==> config.mk <==
export PLATFORM = sky130hd
export DESIGN_NAME = sys_commit
export DESIGN_NICKNAME = d
export VERILOG_FILES = /design/src/rtl/sys_commit_pkg.sv /design/src/rtl/sys_commit_counters.sv /design/src/rtl/sys_commit.sv
export SDC_FILE = /design/constraint.sdc
export NUM_CORES = 1
export LEC_CHECK = 0
export ABC_AREA = 1
export BUFFER_PORTS_ARGS = -buffer_cell sky130_fd_sc_hd__buf_2
export CORE_ASPECT_RATIO = 1.5
export CORE_MARGIN = 10
export CORE_UTILIZATION = 55
export CTS_CLUSTER_SIZE = 40
export DETAILED_ROUTE_END_ITERATION = 10
export GPL_TIMING_DRIVEN = 0
export HOLD_SLACK_MARGIN = 0.1
export PLACE_DENSITY = 0.79
export SETUP_SLACK_MARGIN = 0.5
export SLEW_MARGIN = 10
export SYNTH_ARGS = -nofsm -noshare
export SYNTH_HDL_FRONTEND = slang
export SYNTH_HIERARCHICAL = 1
export SYNTH_SLANG_ARGS = --single-unit
==> constraint.sdc <==
create_clock -name i_clk -period 33.7 [get_ports i_clk]
set_clock_uncertainty 0.2 [all_clocks]
set_input_delay 6.74 -clock i_clk [delete_from_list [all_inputs] [get_ports i_clk]]
set_output_delay 6.74 -clock i_clk [all_outputs]
set_load 0.01 [all_outputs]
==> src/rtl/sys_commit_pkg.sv <==
// Shared types and constants for the SYS-op commit stage: op classes, privilege
// encodings, exception causes, CSR numbers, mstatus bit positions and FSM states.
package sys_commit_pkg;

  typedef enum logic [2:0] {
    SYS_OP_CSRRW,
    SYS_OP_CSRRS,
    SYS_OP_CSRRC,
    SYS_OP_ECALL,
    SYS_OP_EBREAK,
    SYS_OP_MRET,
    SYS_OP_SRET,
    SYS_OP_URET
  } decode_sys_op_t;

  localparam logic [1:0] PRIV_MODE_U = 2'b00;
  localparam logic [1:0] PRIV_MODE_S = 2'b01;
  localparam logic [1:0] PRIV_MODE_M = 2'b11;

  typedef struct packed {
    logic [1:0] priv;
  } program_state_t;

  localparam logic [31:0] EXC_ILLEGAL    = 32'd2;
  localparam logic [31:0] EXC_BREAKPOINT = 32'd3;
  localparam logic [31:0] EXC_ECALL_U    = 32'd8;
  localparam logic [31:0] EXC_ECALL_S    = 32'd9;
  localparam logic [31:0] EXC_ECALL_M    = 32'd11;

  localparam logic [11:0] CSR_MSTATUS  = 12'h300;
  localparam logic [11:0] CSR_MISA     = 12'h301;
  localparam logic [11:0] CSR_MTVEC    = 12'h305;
  localparam logic [11:0] CSR_MSCRATCH = 12'h340;
  localparam logic [11:0] CSR_MEPC     = 12'h341;
  localparam logic [11:0] CSR_MCAUSE   = 12'h342;
  localparam logic [11:0] CSR_MTVAL    = 12'h343;
  localparam logic [11:0] CSR_MCYCLE   = 12'hb00;
  localparam logic [11:0] CSR_MINSTRET = 12'hb02;
  localparam logic [11:0] CSR_CYCLE    = 12'hc00;
  localparam logic [11:0] CSR_TIME     = 12'hc01;
  localparam logic [11:0] CSR_INSTRET  = 12'hc02;
  localparam logic [11:0] CSR_CYCLEH   = 12'hc80;
  localparam logic [11:0] CSR_TIMEH    = 12'hc81;
  localparam logic [11:0] CSR_INSTRETH = 12'hc82;
  localparam logic [11:0] CSR_MHARTID  = 12'hf14;

  localparam logic [31:0] MISA_VALUE = 32'h4000_1101;

  localparam int unsigned MSTATUS_MIE_BIT  = 3;
  localparam int unsigned MSTATUS_MPIE_BIT = 7;
  localparam int unsigned MSTATUS_MPP_LO   = 11;
  localparam int unsigned MSTATUS_MPP_HI   = 12;

  typedef enum logic [2:0] {
    ST_IDLE,
    ST_CSR_RMW,
    ST_TRAP_SAVE,
    ST_TRAP_JUMP,
    ST_RET
  } sys_commit_state_t;

  function automatic logic [31:0] ecall_cause(input logic [1:0] priv);
    case (priv)
      PRIV_MODE_U: ecall_cause = EXC_ECALL_U;
      PRIV_MODE_S: ecall_cause = EXC_ECALL_S;
      default:     ecall_cause = EXC_ECALL_M;
    endcase
  endfunction

endpackage

==> src/rtl/sys_commit_counters.sv <==
// 64-bit mcycle/minstret counters with a low-word write port and the read mux
// for all counter CSR aliases (user-level views and machine low words).
module sys_counters
  import sys_commit_pkg::*;
(
  input  logic        i_clk,
  input  logic        i_rst,
  input  logic        i_retire,
  input  logic        i_wr_en,
  input  logic [11:0] i_wr_csr,
  input  logic [31:0] i_wr_data,
  input  logic [11:0] i_rd_csr,
  output logic [31:0] o_rd_data
);

  logic [63:0] mcycle;
  logic [63:0] minstret;
  logic        wr_cycle;
  logic        wr_instret;

  assign wr_cycle   = i_wr_en && (i_wr_csr == CSR_MCYCLE);
  assign wr_instret = i_wr_en && (i_wr_csr == CSR_MINSTRET);

  // A low-word write replaces that cycle's increment, so no carry reaches the upper half.
  always_ff @(posedge i_clk or posedge i_rst) begin
    if (i_rst) begin
      mcycle   <= '0;
      minstret <= '0;
    end else begin
      if (wr_cycle)
        mcycle[31:0] <= i_wr_data;
      else
        mcycle <= mcycle + 64'd1;

      if (wr_instret)
        minstret[31:0] <= i_wr_data;
      else if (i_retire)
        minstret <= minstret + 64'd1;
    end
  end

  always_comb begin
    o_rd_data = '0;
    case (i_rd_csr)
      CSR_MCYCLE, CSR_CYCLE, CSR_TIME: o_rd_data = mcycle[31:0];
      CSR_CYCLEH, CSR_TIMEH:           o_rd_data = mcycle[63:32];
      CSR_MINSTRET, CSR_INSTRET:       o_rd_data = minstret[31:0];
      CSR_INSTRETH:                    o_rd_data = minstret[63:32];
      default:                         o_rd_data = '0;
    endcase
  end

endmodule

==> src/rtl/sys_commit.sv <==
// Commit-stage executor for SYS instructions: CSR read-modify-write, trap entry
// and MRET, owning the machine-mode trap CSRs and the current privilege level.
module sys_commit
  import sys_commit_pkg::*;
#(
  parameter logic [31:0] HART_ID     = 32'd0,
  parameter logic [31:0] RESET_MTVEC = 32'h0000_0000
) (
  input  logic           i_clk,
  input  logic           i_rst,
  input  logic           i_e,
  input  decode_sys_op_t i_op,
  input  logic [11:0]    i_csr,
  input  logic [31:0]    i_wdata,
  input  logic           i_rs1_is_zero,
  input  logic           i_bad_csr,
  input  logic           i_trap,
  input  logic [31:0]    i_pc,
  input  logic [31:0]    i_instr,
  input  logic           i_retire,
  output logic           o_ready,
  output logic           o_done,
  output logic [31:0]    o_rd_data,
  output logic           o_redirect,
  output logic [31:0]    o_redirect_pc,
  output program_state_t o_ps
);

  sys_commit_state_t state;

  decode_sys_op_t op_q;
  logic [11:0]    csr_q;
  logic [31:0]    wdata_q;
  logic           rs1_zero_q;
  logic [31:0]    pc_q;
  logic [31:0]    cause_q;
  logic [31:0]    tval_q;

  logic [1:0]  priv;
  logic        mie;
  logic        mpie;
  logic [1:0]  mpp;
  logic [31:0] mtvec;
  logic [31:0] mepc;
  logic [31:0] mcause;
  logic [31:0] mtval;
  logic [31:0] mscratch;

  sys_commit_state_t accept_state;
  logic [31:0]       accept_cause;
  logic [31:0]       accept_tval;
  logic [31:0]       mstatus_rd;
  logic [31:0]       cnt_rd_data;
  logic [31:0]       csr_old;
  logic [31:0]       csr_new;
  logic              csr_we;
  logic              unused_ok;

  // The checker's trap flag is implied by the op class; it is kept on the port for compatibility.
  assign unused_ok = ^{i_trap, pc_q[1:0]};

  assign o_ready = (state == ST_IDLE);
  assign o_ps    = program_state_t'{priv: priv};

  always_comb begin
    mstatus_rd = '0;
    mstatus_rd[MSTATUS_MIE_BIT]                = mie;
    mstatus_rd[MSTATUS_MPIE_BIT]               = mpie;
    mstatus_rd[MSTATUS_MPP_HI:MSTATUS_MPP_LO]  = mpp;
  end

  always_comb begin
    accept_state = ST_TRAP_SAVE;
    accept_cause = EXC_ILLEGAL;
    accept_tval  = i_instr;
    if (!i_bad_csr) begin
      case (i_op)
        SYS_OP_ECALL: begin
          accept_cause = ecall_cause(priv);
          accept_tval  = '0;
        end
        SYS_OP_EBREAK: begin
          accept_cause = EXC_BREAKPOINT;
          accept_tval  = i_pc;
        end
        SYS_OP_MRET: begin
          if (priv == PRIV_MODE_M)
            accept_state = ST_RET;
        end
        SYS_OP_SRET, SYS_OP_URET: accept_state = ST_TRAP_SAVE;
        default: accept_state = ST_CSR_RMW;
      endcase
    end
  end

  sys_counters u_counters (
    .i_clk     (i_clk),
    .i_rst     (i_rst),
    .i_retire  (i_retire),
    .i_wr_en   (csr_we),
    .i_wr_csr  (csr_q),
    .i_wr_data (csr_new),
    .i_rd_csr  (csr_q),
    .o_rd_data (cnt_rd_data)
  );

  always_comb begin
    csr_old = '0;
    case (csr_q)
      CSR_MSTATUS:  csr_old = mstatus_rd;
      CSR_MISA:     csr_old = MISA_VALUE;
      CSR_MTVEC:    csr_old = mtvec;
      CSR_MSCRATCH: csr_old = mscratch;
      CSR_MEPC:     csr_old = mepc;
      CSR_MCAUSE:   csr_old = mcause;
      CSR_MTVAL:    csr_old = mtval;
      CSR_MHARTID:  csr_old = HART_ID;
      default:      csr_old = cnt_rd_data;
    endcase
  end

  always_comb begin
    case (op_q)
      SYS_OP_CSRRS: csr_new = csr_old | wdata_q;
      SYS_OP_CSRRC: csr_new = csr_old & ~wdata_q;
      default:      csr_new = wdata_q;
    endcase
  end

  assign csr_we = (state == ST_CSR_RMW) && ((op_q == SYS_OP_CSRRW) || !rs1_zero_q);

  always_ff @(posedge i_clk or posedge i_rst) begin
    if (i_rst) begin
      state         <= ST_IDLE;
      op_q          <= SYS_OP_CSRRW;
      csr_q         <= '0;
      wdata_q       <= '0;
      rs1_zero_q    <= 1'b0;
      pc_q          <= '0;
      cause_q       <= '0;
      tval_q        <= '0;
      priv          <= PRIV_MODE_M;
      mie           <= 1'b0;
      mpie          <= 1'b0;
      mpp           <= PRIV_MODE_U;
      mtvec         <= RESET_MTVEC;
      mepc          <= '0;
      mcause        <= '0;
      mtval         <= '0;
      mscratch      <= '0;
      o_done        <= 1'b0;
      o_redirect    <= 1'b0;
      o_rd_data     <= '0;
      o_redirect_pc <= '0;
    end else begin
      o_done     <= 1'b0;
      o_redirect <= 1'b0;
      case (state)
        ST_IDLE: begin
          if (i_e) begin
            op_q       <= i_op;
            csr_q      <= i_csr;
            wdata_q    <= i_wdata;
            rs1_zero_q <= i_rs1_is_zero;
            pc_q       <= i_pc;
            cause_q    <= accept_cause;
            tval_q     <= accept_tval;
            state      <= accept_state;
          end
        end
        ST_CSR_RMW: begin
          o_done    <= 1'b1;
          o_rd_data <= csr_old;
          if (csr_we) begin
            case (csr_q)
              CSR_MSTATUS: begin
                mie  <= csr_new[MSTATUS_MIE_BIT];
                mpie <= csr_new[MSTATUS_MPIE_BIT];
                if (csr_new[MSTATUS_MPP_HI:MSTATUS_MPP_LO] != 2'b10)
                  mpp <= csr_new[MSTATUS_MPP_HI:MSTATUS_MPP_LO];
              end
              CSR_MTVEC:    mtvec    <= {csr_new[31:2], 2'b00};
              CSR_MEPC:     mepc     <= {csr_new[31:2], 2'b00};
              CSR_MCAUSE:   mcause   <= csr_new;
              CSR_MTVAL:    mtval    <= csr_new;
              CSR_MSCRATCH: mscratch <= csr_new;
              default: ;
            endcase
          end
          state <= ST_IDLE;
        end
        ST_TRAP_SAVE: begin
          mepc   <= {pc_q[31:2], 2'b00};
          mcause <= cause_q;
          mtval  <= tval_q;
          mpie   <= mie;
          mie    <= 1'b0;
          mpp    <= priv;
          priv   <= PRIV_MODE_M;
          state  <= ST_TRAP_JUMP;
        end
        ST_TRAP_JUMP: begin
          o_done        <= 1'b1;
          o_redirect    <= 1'b1;
          o_redirect_pc <= mtvec;
          o_rd_data     <= '0;
          state         <= ST_IDLE;
        end
        ST_RET: begin
          priv          <= mpp;
          mie           <= mpie;
          mpie          <= 1'b1;
          mpp           <= PRIV_MODE_U;
          o_done        <= 1'b1;
          o_redirect    <= 1'b1;
          o_redirect_pc <= mepc;
          state         <= ST_IDLE;
        end
        default: state <= ST_IDLE;
      endcase
    end
  end

endmodule

# --- Word level (Yosys, flattened, before mapping) ---
# Cells that the tools add are included.
# W data, S select, Z words.
classes:
  n_bitwise: 4
  n_mux: 40
  n_reduce_logical: 29
  add_sub_neg: 2
  eq_ne: 37
op_table:
  columns: ["cell", "count"]
  rows:
  - ["$pmux W32 S2", 7]
  - ["$mux W32", 10]
  - ["$pmux W32 S8", 1]
  - ["$add A64 B1 Y64 const B", 2]
  - ["$pmux W32 S4", 1]
  - ["$eq A12 B12 Y1 const B", 9]
  - ["$eq A12 B10 Y1 const B", 7]
  - ["$and A32 B32 Y32", 1]
  - ["$not A32 Y32", 1]
  - ["$or A32 B32 Y32", 1]
  - ["$reduce_and A3 Y1", 6]
  - ["$eq A3 B3 Y1 const B", 5]
  - ["$eq A3 B2 Y1 const B", 4]
  - ["$ne A2 B1 Y1 const B", 6]
  - ["$pmux W3 S2", 2]
  - ["$reduce_bool A2 Y1", 5]
  - ["$mux W3", 3]
  - ["$pmux W2 S2", 2]
  - ["$pmux W4 S2", 1]
  - ["$eq A3 B1 Y1 const B", 2]
  - ["$logic_not A3 Y1", 2]
  - ["$mux W1", 6]
  - ["$mux W2", 3]
  - ["$pmux W1 S3", 2]
  - ["other kinds (16)", 23]
totals:
  out_inout_bits: 69
  reg_bits: 505
  in_bits: 118

# --- Logic depth before layout (Yosys ltp) ---
# Gate-level depths: netlist of the first run.
logic_depth:
  ltp_word: 11
  mapped_depth: 18

# --- Modules after synthesis ---
# Netlist of the first run, hierarchy kept.
by_module_without_submodules:
  columns: ["module", "area_each_um2", "cells_per_inst", "n_inst"]
  rows:
  - ["sys_commit", 16134.2, 1958, 1]
  - ["sys_counters", 9711.8, 1520, 1]

# --- Least setup slack after synthesis of the first run ---
# OpenSTA, ideal clock, no wires.
synth_path:
  path_type: "input to register"
  start: "input i_op[2]"
  end: "register tval_q[0]"
  cell_stages: 8
  required_ns: 33.367
  t_arrival_ns: 7.683
  path_buffers: 1
  path_slack_ns: 25.684
  path_cell_list: "inv_1 nor3_1 nand2_1 nand2_1 inv_1 clkbuf_1 a221oi_1 a21oi_1"
synth_via:
  elab_chain_len: 3
  word_cells_on_any_way: 4
  cone_classes: "eq/ne: 2; mux: 2"
synth_lines:
  columns: ["item", "line", "rtl"]
  rows:
  - ["start, declared", "sys_commit.sv:12", "input decode_sys_op_t i_op,"]
  - ["$eq A3 B3 Y1 or $eq A3 B2 Y1 (tied branches)", "sys_commit.sv:77", "case (i_op)"]
  - ["$pmux W32 S2 *", "sys_commit.sv:77", null]
  - ["$mux W32 *", "sys_commit.sv:76", "if (!i_bad_csr) begin"]
  - ["end signal, assigned", "sys_commit.sv:167", "tval_q <= accept_tval;"]
  - ["end, declared", "sys_commit.sv:37", "logic [31:0] tval_q;"]
# Every way passes the cells marked *; elsewhere a longest branch is shown, timed or not.
# A chain may end at the register's enable or synchronous reset.

# --- Final worst setup path of the first run ---
layout_path:
  start: "input i_e"
  end: "register pc_q[22]"
layout_via:
  elab_chain_len: 1
layout_lines:
  columns: ["item", "line", "rtl"]
  rows:
  - ["start, declared", "sys_commit.sv:11", "input logic i_e,"]
  - ["$reduce_and A2 Y1 (no line)", null, null]
  - ["end signal, assigned", "sys_commit.sv:165", "pc_q <= i_pc;"]
  - ["end, declared", "sys_commit.sv:35", "logic [31:0] pc_q;"]
# No other way between the ends.

==> results of run 1 <==
[per-layer routing]
metal  global-route usage, %  routed length, µm
met4                   33.25              11110
met2                   59.86              49110
met1                   36.98              34040
met5                       0                 27
met3                   5.383               6269
[state kept, by name, summed over array words and instances, names as in the netlist, 2 cells and up]
signal / count
cause_q: 3
csr_q: 12
mcause: 32
mepc: 30
mpp: 2
mscratch: 32
mtval: 32
mtvec: 30
o_ps: 2
o_rd_data: 32
o_redirect_pc: 30
op_q: 3
pc_q: 30
state: 3
tval_q: 32
u_counters/mcycle: 64
u_counters/minstret: 64
wdata_q: 32
[path summary, 6_finish.rpt]
path	endpoint	from	slack, ns
max	pc_q[22]$_DFFE_PP0P_	i_e	24.98
min	pc_q[6]$_DFFE_PP0P_	pc_q[6]$_DFFE_PP0P_	0.28
max reg2reg	u_counters/minstret[11]$_DFFE_PP0P_	csr_q[3]$_DFFE_PP0P_	30.07
min reg2reg	pc_q[6]$_DFFE_PP0P_	pc_q[6]$_DFFE_PP0P_	0.28
max in group asynchronous	tval_q[31]$_DFFE_PP0P_	i_rst	25.63
min in group asynchronous	o_rd_data[16]$_DFFE_PP0P_	i_rst	6.02
[worst min-delay path, cell delays in order, from the launching register on]
cell     delay, ns
dfrtp_1       0.34
nand2_1       0.06
nand2_1       0.06
[report_power, final]
group          internal, W  switching, W  leakage [nW]
logic             0.000202      0.000539          6.90
registers         0.000705      0.000116          6.11
clock network     0.000317      0.000242         0.772
[logic make-up (layout without fill, tap and decap cells)]
kind of cell | after synthesis | after routing
XOR/XNOR | 51 | 51
AND/OR/NAND/NOR | 1969 | 1969
buffers and inverters | 453 | 724
AO/OA/AOI/OAI | 532 | 532
adder cells (fa/ha/maj) | 2 | 2
other | 1 | 2
flip-flops | 470 | 470
[cell type report]
cell class	instances	area share, %
Inverter	294	3.820
Buffer	159	2.601
Sequential cell	470	40.22
Clock buffer	63	4.539
Tap cell	594	2.541
Clock inverter	21	0.9840
Timing Repair Buffer	187	3.508
Multi-Input combinational cell	2556	41.78
[cells in the final DEF, fill, tap and decap left out, types with 32 or more instances in the layout]
cell type     n
clkbuf_1     82
buf_2       246
a21oi_1     138
clkbuf_16    48
inv_1       277
xor2_1       32
o21ai_0     165
dfrtp_1     468
o21ai_1      59
nand2_1    1042
nand4_1      64
nor2_1      361
nand3_1     329
nand2_2      43
[stage by stage]
| stage | std cells | utilization, % |
|---|---|---|
| 5_1_grt | 4344 | 62.76 |
| 3_3_place_gp | 4256 | 59.03 |
| 2_1_floorplan | 3479 | - |
| 4_1_cts | 4344 | 62.76 |
| 6_report | 4344 | 62.76 |
| 3_5_place_dp | 4260 | 59.29 |
==> results.tsv, run 1 <==
metric	value	unit
Setup CP Type	in -> reg	
Core ar.	46600	µm²
Antenna diodes	0	
Critical Path AT	9.08	ns
reg2reg path depth	14	
multi-input logic area	12220	µm²
Filler Cell Count	4367	
gr ovfl total	0	
total power	0.002122	W
largest net degree at the start of global routing	98	
WHS Path Cells	2	
status	complete, no violations	
critical path's slowest cell	clkbuf_1	
DR DRC count	0	
Final Hold Vio Count	0	
Async SR Flop Fraction	100.0	%
Worst Setup End Kind	flop	
CTS Sinks	470	
post-route ant nets	0	
Port Buffers	183	
CTS H-tree lvls	2	
top cells by area, synth	dfrtp_1, nand2_1, nand3_1	
Clock transition at path regs	0.06	ns
drt first pass iters	6	
Hold WS	0.2824	ns
pre-CTS setup slack	24.46	ns
Slew Limit Fails	0	
Post-DP HPWL	80370	µm
Rows	97	
Post-DP Area	27630	µm²
fmax	114.7	MHz
crit-path max FO	10	
vias per cell	5.841	
cell area after synthesis	25850	µm²
Setup TNS	0	ns
initial antenna violation count	1	
Synth Area in Compound Gates	12.25	%
max_cap viols	0	
Cell Pwr Density	72.54	nW/µm²
# IOs	187	
Ys Warns	6	
Longest Clk Path Bufs	3	
top post-synthesis cells by count	nand2_1, dfrtp_1, nor2_1	
CP max stage delay	0.98	ns
Routed WL	100600	µm
gpl congestion	1.054	
cell count after synthesis	3478	
ys flop type	dfrtp_1	
height of the die	285.5	µm
adder-cell share of the synthesized area	0.09682	%
most numerous cell on the critical path	nand2_1	
Relative slew margins	14.76	%
Netlist cell types	58	
IR drop worst, VDD	0.06274	mV
fin nets	3835	
multiplexer share of the synthesized area	0	%
post-CTS setup buffers	0	
post-route minimum period	8.719	ns
Startpoint Class	primary input	
Worst Path Buf+Inv	4	
critical path data required time	34.06	ns
total number of vias	25370	
crit-path leading delay family	buffers and inverters	
layout cells sized above 1	13.65	%
CTS root buf	clkbuf_16	
Tcrit/Tclk final	25.87	%
FF/Latch Area	11760	µm²
area grow syn2layout	13.16	%
Synth top area share	45.31	%
simple-gate area share of the yosys netlist	33.18	%
Hold-fix buffers, CTS	0	
vias in the first global route	25070	
DIE WIDTH	197	µm
first-pass GRT wire length	149900	µm
Global Route Usage Sum	35.36	%
unrepaired setup endpoints after global routing	false	
Least-Margin Pin Slew	1.279	ns
# resized after CTS	0	
Hold WC Path Type	reg -> reg	
largest family of logic cells by synthesized area	simple AND/OR/NAND/NOR gates	
Final setup viols	0	
final worst slack	24.98	ns
Leak Pwr	13.79	nW
CP Depth	7	
initial DRC count	2314	
CTS Buf Count	47	
most frequent cell after synthesis	nand2_1	
DR WL/cell	23.15	µm
CP cell instances	buf_2, nand2_1, clkinv_1, clkbuf_1, clkbuf_1, nand2_1, nand2_1	
Worst-Skew Late Latency	0.63	ns
Mapped Avg Cell Area	7.431	µm²
sequential-to-total area share from yosys stat	45.51	%
design area	29250	µm²
leading area contributor after synthesis	dfrtp_1	
CTS tree	yes	
Initial Util	55.46	%
number of flops mapped to enable cells by yosys	0	
xor and xnor area share after synthesis	1.728	%
die footprint	56240	µm²
count of state elements after synthesis	470	
(Power assumes the default switching activity.)
==> inputs of run 2 (changes only) <==
--- a/config.mk
+++ b/config.mk
@@ -14,7 +14,7 @@
 export DETAILED_ROUTE_END_ITERATION = 10
 export GPL_TIMING_DRIVEN = 0
 export HOLD_SLACK_MARGIN = 0.1
-export PLACE_DENSITY = 0.79
+export PLACE_DENSITY = 0.82
 export SETUP_SLACK_MARGIN = 0.5
 export SLEW_MARGIN = 10
 export SYNTH_ARGS = -nofsm -noshare
==> constraint.sdc (replaced) <==
create_clock -name i_clk -period 7.22 [get_ports i_clk]
set_clock_uncertainty 0.2 [all_clocks]
set_input_delay 1.444 -clock i_clk [delete_from_list [all_inputs] [get_ports i_clk]]
set_output_delay 1.444 -clock i_clk [all_outputs]
set_load 0.01 [all_outputs]
==> results.tsv, run 2 (same netlist as run 1, synthesis figures left out) <==
metric	value	unit	change
WL met1	34660	µm	+1.8%
Clock transition at path regs	0.07	ns	about the same
Final setup viols	0		unchanged
Rows	97		unchanged
Worst Setup End Kind	flop		
reg2reg path depth	11		-3
post-CTS setup buffers	0		unchanged
Filler Cell Count	4285		-1.9%
wire length on met2	50130	µm	+2.1%
layout cells sized above 1	13.80	%	+0.15 points
height of the die	285.5	µm	unchanged
critical path data required time	7.47	ns	-26.59 ns
pre-CTS setup slack	3.403	ns	-21.06 ns
fin nets	3841		+0.16%
DR DRC count	0		unchanged
Hold WC Path Type	reg -> reg		
IR drop worst, VDD	0.3283	mV	+420%
crit-path leading delay family	simple AND/OR/NAND/NOR gates		
Post-DP HPWL	81420	µm	+1.3%
commonest non-fill, non-tap cell in the layout	nand2_1		
Setup TNS	0	ns	unchanged
Critical Path AT	3.95	ns	-5.13 ns
Regs by FF count	u_counters/mcycle: 64 flops, u_counters/minstret: 64 flops		
Least-Margin Pin Slew	1.042	ns	-0.2369 ns
drt first pass iters	6		unchanged
unrepaired setup endpoints after global routing	false		
largest net degree at the start of global routing	71		-28%
Worst-Skew Late Latency	0.62	ns	about the same
Slew Limit Fails	0		unchanged
Initial Util	55.46	%	unchanged
# resized after CTS	0		unchanged
Cell Pwr Density	339.6	nW/µm²	+370%
most frequent cells in the layout	nand2_1, dfrtp_1, nor2_1		
crit-path max FO	10		unchanged
WHS Path Cells	2		unchanged
Worst Path Buf+Inv	4		unchanged
gpl congestion	1.029		-2.3%
design area	29360	µm²	+0.38%
vias in the first global route	25540		+1.9%
Global Route Usage Sum	36.04	%	+0.68 points
Tcrit/Tclk final	51.18	%	
final worst slack	3.524	ns	-21.46 ns
Final Hold Vio Count	0		unchanged
die footprint	56240	µm²	unchanged
DIE WIDTH	197	µm	unchanged
# IOs	187		unchanged
total number of vias	25640		+1.0%
post-route minimum period	3.696	ns	
Startpoint Class	flop		
DR WL/cell	23.47	µm	+1.4%
Routed WL	102200	µm	+1.6%
status	complete, no violations		
Setup CP Type	reg -> reg		
max_cap viols	0		unchanged
critical path's slowest cell	nor2_1		
Port Buffers	183		unchanged
CP max stage delay	0.79	ns	-0.19 ns
post-route ant nets	0		unchanged
utilization after layout	63.00	%	+0.24 points
CTS tree	yes		
first-pass GRT wire length	152900	µm	+2.0%
CP cell instances	nor2_1, inv_2, nor2_2, inv_2, nor2_2, inv_1, nor2_1, nand3b_1, nor2_1, clkbuf_1, o21ai_0		
Leak Pwr	13.86	nW	+0.47%
Hold WS	0.2783	ns	-0.004093 ns
Relative slew margins	30.55	%	+16 points
vias per cell	5.888		+0.81%
Antenna diodes	0		unchanged
CTS root buf	clkbuf_16		
initial antenna violation count	0		-1
CTS H-tree lvls	2		unchanged
CP Depth	11		+4
Core ar.	46600	µm²	unchanged
most numerous cell on the critical path	nor2_1		
DR top layer	met4		
Hold-fix buffers, CTS	0		unchanged
CTS Sinks	470		unchanged
initial DRC count	2329		+0.65%
Routed met3 length	6309	µm	+0.64%
Longest Clk Path Bufs	3		unchanged
area grow syn2layout	13.59	%	
fmax	270.6	MHz	
gr ovfl total	0		unchanged
CTS Buf Count	47		unchanged
Post-DP Area	27730	µm²	+0.34%
[run 2: final cells by class]
cell class              count  area [µm²]  area share, %
multi-input cells        2556       12220          41.62
flip-flops and latches    470       11760          40.07
clock buffers              60        1256          4.279
repair buffers            193        1124          3.827
inverters                 294        1114          3.793
plain buffers             159       760.7          2.591
well taps                 594       743.2          2.531
clock inverters            28       377.9          1.287
[run 2: worst reg2reg max path, stage by stage (launching register included)]
cell and delay (ns):
dfrtp_1 0.43, nor2_1 0.15, inv_2 0.14, nor2_2 0.14, inv_2 0.05, nor2_2 0.25
inv_1 0.07, nor2_1 0.13, nand3b_1 0.45, nor2_1 0.80, clkbuf_1 0.52, o21ai_0 0.19
[run 2: through the flow]
stage / power (W) / instances
2_1_floorplan: 0.005941 / 3479
3_3_place_gp: 0.007087 / 4256
3_5_place_dp: 0.007203 / 4266
4_1_cts: 0.009859 / 4354
5_1_grt: 0.01044 / 4354
6_report: 0.009970 / 4354
[run 2: power by group]
| group | switching (W) | internal, W |
|---|---|---|
| sequential | 0.000539 | 0.00329 |
| clock | 0.00115 | 0.00150 |
| combinational | 0.00254 | 0.000945 |
[run 2: worst paths after layout]
path                       slack [ns]                           from                                end
setup / recovery                 3.52           state[2]$_DFFE_PP0P_     u_counters/mcycle[0]$_DFF_PP0_
hold / removal                   0.28  o_redirect_pc[22]$_DFFE_PP0P_      o_redirect_pc[22]$_DFFE_PP0P_
setup reg to reg                 3.52           state[2]$_DFFE_PP0P_     u_counters/mcycle[0]$_DFF_PP0_
hold reg to reg                  0.28  o_redirect_pc[22]$_DFFE_PP0P_      o_redirect_pc[22]$_DFFE_PP0P_
max in group asynchronous        4.57                          i_rst                o_ps[0]$_DFFE_PP1N_
min in group asynchronous        0.72                          i_rst  u_counters/mcycle[60]$_DFFE_PP0N_
[run 2: metal layers]
layer / GRT usage (%) / vias to the layer above
li1: - / 11870
met1: 37.02 / 12070
met3: 5.795 / 471
met2: 61.46 / 1222
met4: 34.12 / 0
met5: 0 / -
==> inputs of run 3 (changes only) <==
==> constraint.sdc (replaced) <==
create_clock -name i_clk -period 3.33 [get_ports i_clk]
set_clock_uncertainty 0.2 [all_clocks]
set_input_delay 0.666 -clock i_clk [delete_from_list [all_inputs] [get_ports i_clk]]
set_output_delay 0.666 -clock i_clk [all_outputs]
set_load 0.01 [all_outputs]
==> results.tsv, run 3 (same netlist as run 1, synthesis figures left out) <==
metric	value	unit	change
initial DRC count	2906		+25%
Worst Setup End Kind	flop		
most frequent cells in the layout	nand2_1, dfrtp_1, nor2_1		
Post-DP HPWL	79570	µm	-2.3%
Logic pwr share	37.2	%	+2.2 points
Worst-Skew Late Latency	0.60	ns	-0.02 ns
first-pass GRT wire length	155000	µm	+1.4%
total number of vias	26450		+3.2%
gpl congestion	1.057		+2.6%
CTS H-tree lvls	2		unchanged
fmax	343.3	MHz	+27%
vias per cell	5.958		+1.2%
post-route minimum period	2.913	ns	-0.7823 ns
Final setup viols	0		unchanged
power share of the clock group	25.5	%	-1.1 points
CTS tree	yes		
CTS Sinks	470		unchanged
Least-Margin Pin Slew	0.8519	ns	-0.1898 ns
Critical Path AT	3.25	ns	-0.70 ns
Global Route Usage Sum	36.35	%	+0.31 points
fin cells	4440		+2.0%
Routed WL	102800	µm	+0.54%
Initial Util	55.46	%	unchanged
most numerous cell on the critical path	nand2_1		
Post-DP Area	27780	µm²	+0.21%
Antenna diodes	0		unchanged
Startpoint Class	flop		
utilization after layout	65.97	%	+3.0 points
Leak Pwr	14.41	nW	+4.0%
initial antenna violation count	0		unchanged
design area	30740	µm²	+4.7%
Rows	97		unchanged
die footprint	56240	µm²	unchanged
critical path data required time	3.66	ns	-3.81 ns
gr ovfl total	0		unchanged
largest net degree at the start of global routing	40		-44%
Int Power	0.01291	W	+120%
Relative slew margins	43.21	%	+13 points
Port Buffers	183		unchanged
Clock transition at path regs	0.06	ns	about the same
DIE WIDTH	197	µm	unchanged
max_cap viols	0		unchanged
IR drop worst, VDD	0.6219	mV	+89%
fin nets	3929		+2.3%
# IOs	187		unchanged
Setup TNS	0	ns	unchanged
commonest non-fill, non-tap cell in the layout	nand2_1		
status	complete, no violations		
Cell Pwr Density	726.5	nW/µm²	+110%
Post-Place Cells	4269		+0.070%
total power	0.02234	W	+120%
DR WL/cell	23.15	µm	-1.4%
critical path's slowest cell	dfrtp_2		
Net Sw Frac	42.21	%	-0.21 points
Setup CP Type	reg -> reg		
height of the die	285.5	µm	unchanged
part of the power in registers	37.4	%	-1.0 points
Slew Limit Fails	0		unchanged
DR DRC count	0		unchanged
post-route ant nets	0		unchanged
Core ar.	46600	µm²	unchanged
Filler Cell Count	3990		-6.9%
CP max stage delay	0.46	ns	-0.33 ns
CTS root buf	clkbuf_16		
crit-path leading delay family	simple AND/OR/NAND/NOR gates		
crit-path max FO	10		unchanged
Worst Path Buf+Inv	3		-1
Regs by FF count	u_counters/mcycle: 64 flops, u_counters/minstret: 64 flops		
unrepaired setup endpoints after global routing	true		
Tcrit/Tclk final	87.48	%	+36 points
reg2reg setup slack	0.42	ns	-3.11 ns
Final Hold Vio Count	0		unchanged
area grow syn2layout	18.95	%	
Sw Pwr	0.009428	W	+120%
Hold WC Path Type	in -> reg		
Longest Clk Path Bufs	3		unchanged
vias in the first global route	26300		+3.0%
drt first pass iters	7		+1
CTS Buf Count	47		unchanged
CP cell instances	nor2_2, nand3_2, o21ai_0, and2_4, buf_6, buf_4, nand3_1, nand4_1, nand2_1, nand2_2, nand2_1, o21ai_4, nand2_1, o21ai_0, inv_1, nand2_1		
layout cells sized above 1	16.90	%	+3.1 points
-- run 3: power by group through the flow --
stage               clock network (W)  logic [W]  registers, W
floorplan                           0    0.00491       0.00798
global placement                    0    0.00702       0.00831
detailed placement                  0    0.00721       0.00835
CTS                           0.00568    0.00760       0.00828
global route                  0.00590    0.00891       0.00846
finish                        0.00569    0.00830       0.00835
-- run 3: final cells by class --
type	instances	area, µm²	share of cell area (%)
plain buffers	159	904.6	2.942
inverters	294	1124	3.655
repair buffers	281	1987	6.463
multi-input cells	2556	12590	40.95
flip-flops and latches	470	11780	38.32
well taps	594	743.2	2.417
clock inverters	25	296.5	0.9645
clock buffers	61	1319	4.289
-- run 3: metal layers --
layer / global-route usage, % / vias up / wire (µm)
li1: - / 12040 / -
met1: 37.12 / 12390 / 33490
met2: 61.16 / 1504 / 49530
met3: 6.841 / 516 / 7782
met4: 35.20 / 0 / 11960
met5: 0 / - / 0
-- run 3: worst min-delay path: cells and delay by family --
family        cells  cell delay, ns
buf+inv           1            0.09
simple gates      2            0.11
-- run 3: worst paths after layout --
path	start	end	cells past startpoint
max in group asynchronous	i_rst	o_ps[0]$_DFFE_PP1N_	6
min in group asynchronous	i_rst	u_counters/mcycle[28]$_DFF_PP0_	3
worst min-delay path	i_pc[2]	pc_q[2]$_DFFE_PP0P_	3
worst max-delay path	csr_q[9]$_DFFE_PP0P_	u_counters/minstret[17]$_DFFE_PP0P_	16
worst max register to register	csr_q[9]$_DFFE_PP0P_	u_counters/minstret[17]$_DFFE_PP0P_	16
worst min register to register	o_redirect_pc[22]$_DFFE_PP0P_	o_redirect_pc[22]$_DFFE_PP0P_	2
-- run 3: stage by stage --
step	setup slack [ns]	hold WS, ns
floorplan	-2.109	0.2491
global placement	-4.077	0.2638
detailed placement	-0.1060	0.2682
CTS	0.4043	0.1004
global route	0.3669	0.1107
finish	0.4168	0.1078
-- run 3: timing repair --
| item | in CTS | in global routing |
|---|---|---|
| pin swaps | 9 | 24 |
| endpoints found under the setup margin | 318 | 246 |
| cloned | 0 | 1 |
| hold buffers | 47 | 0 |
| resized for setup | 71 | 120 |
| buffers inserted | 12 | 25 |
| hold endpoints to repair | 101 | 0 |
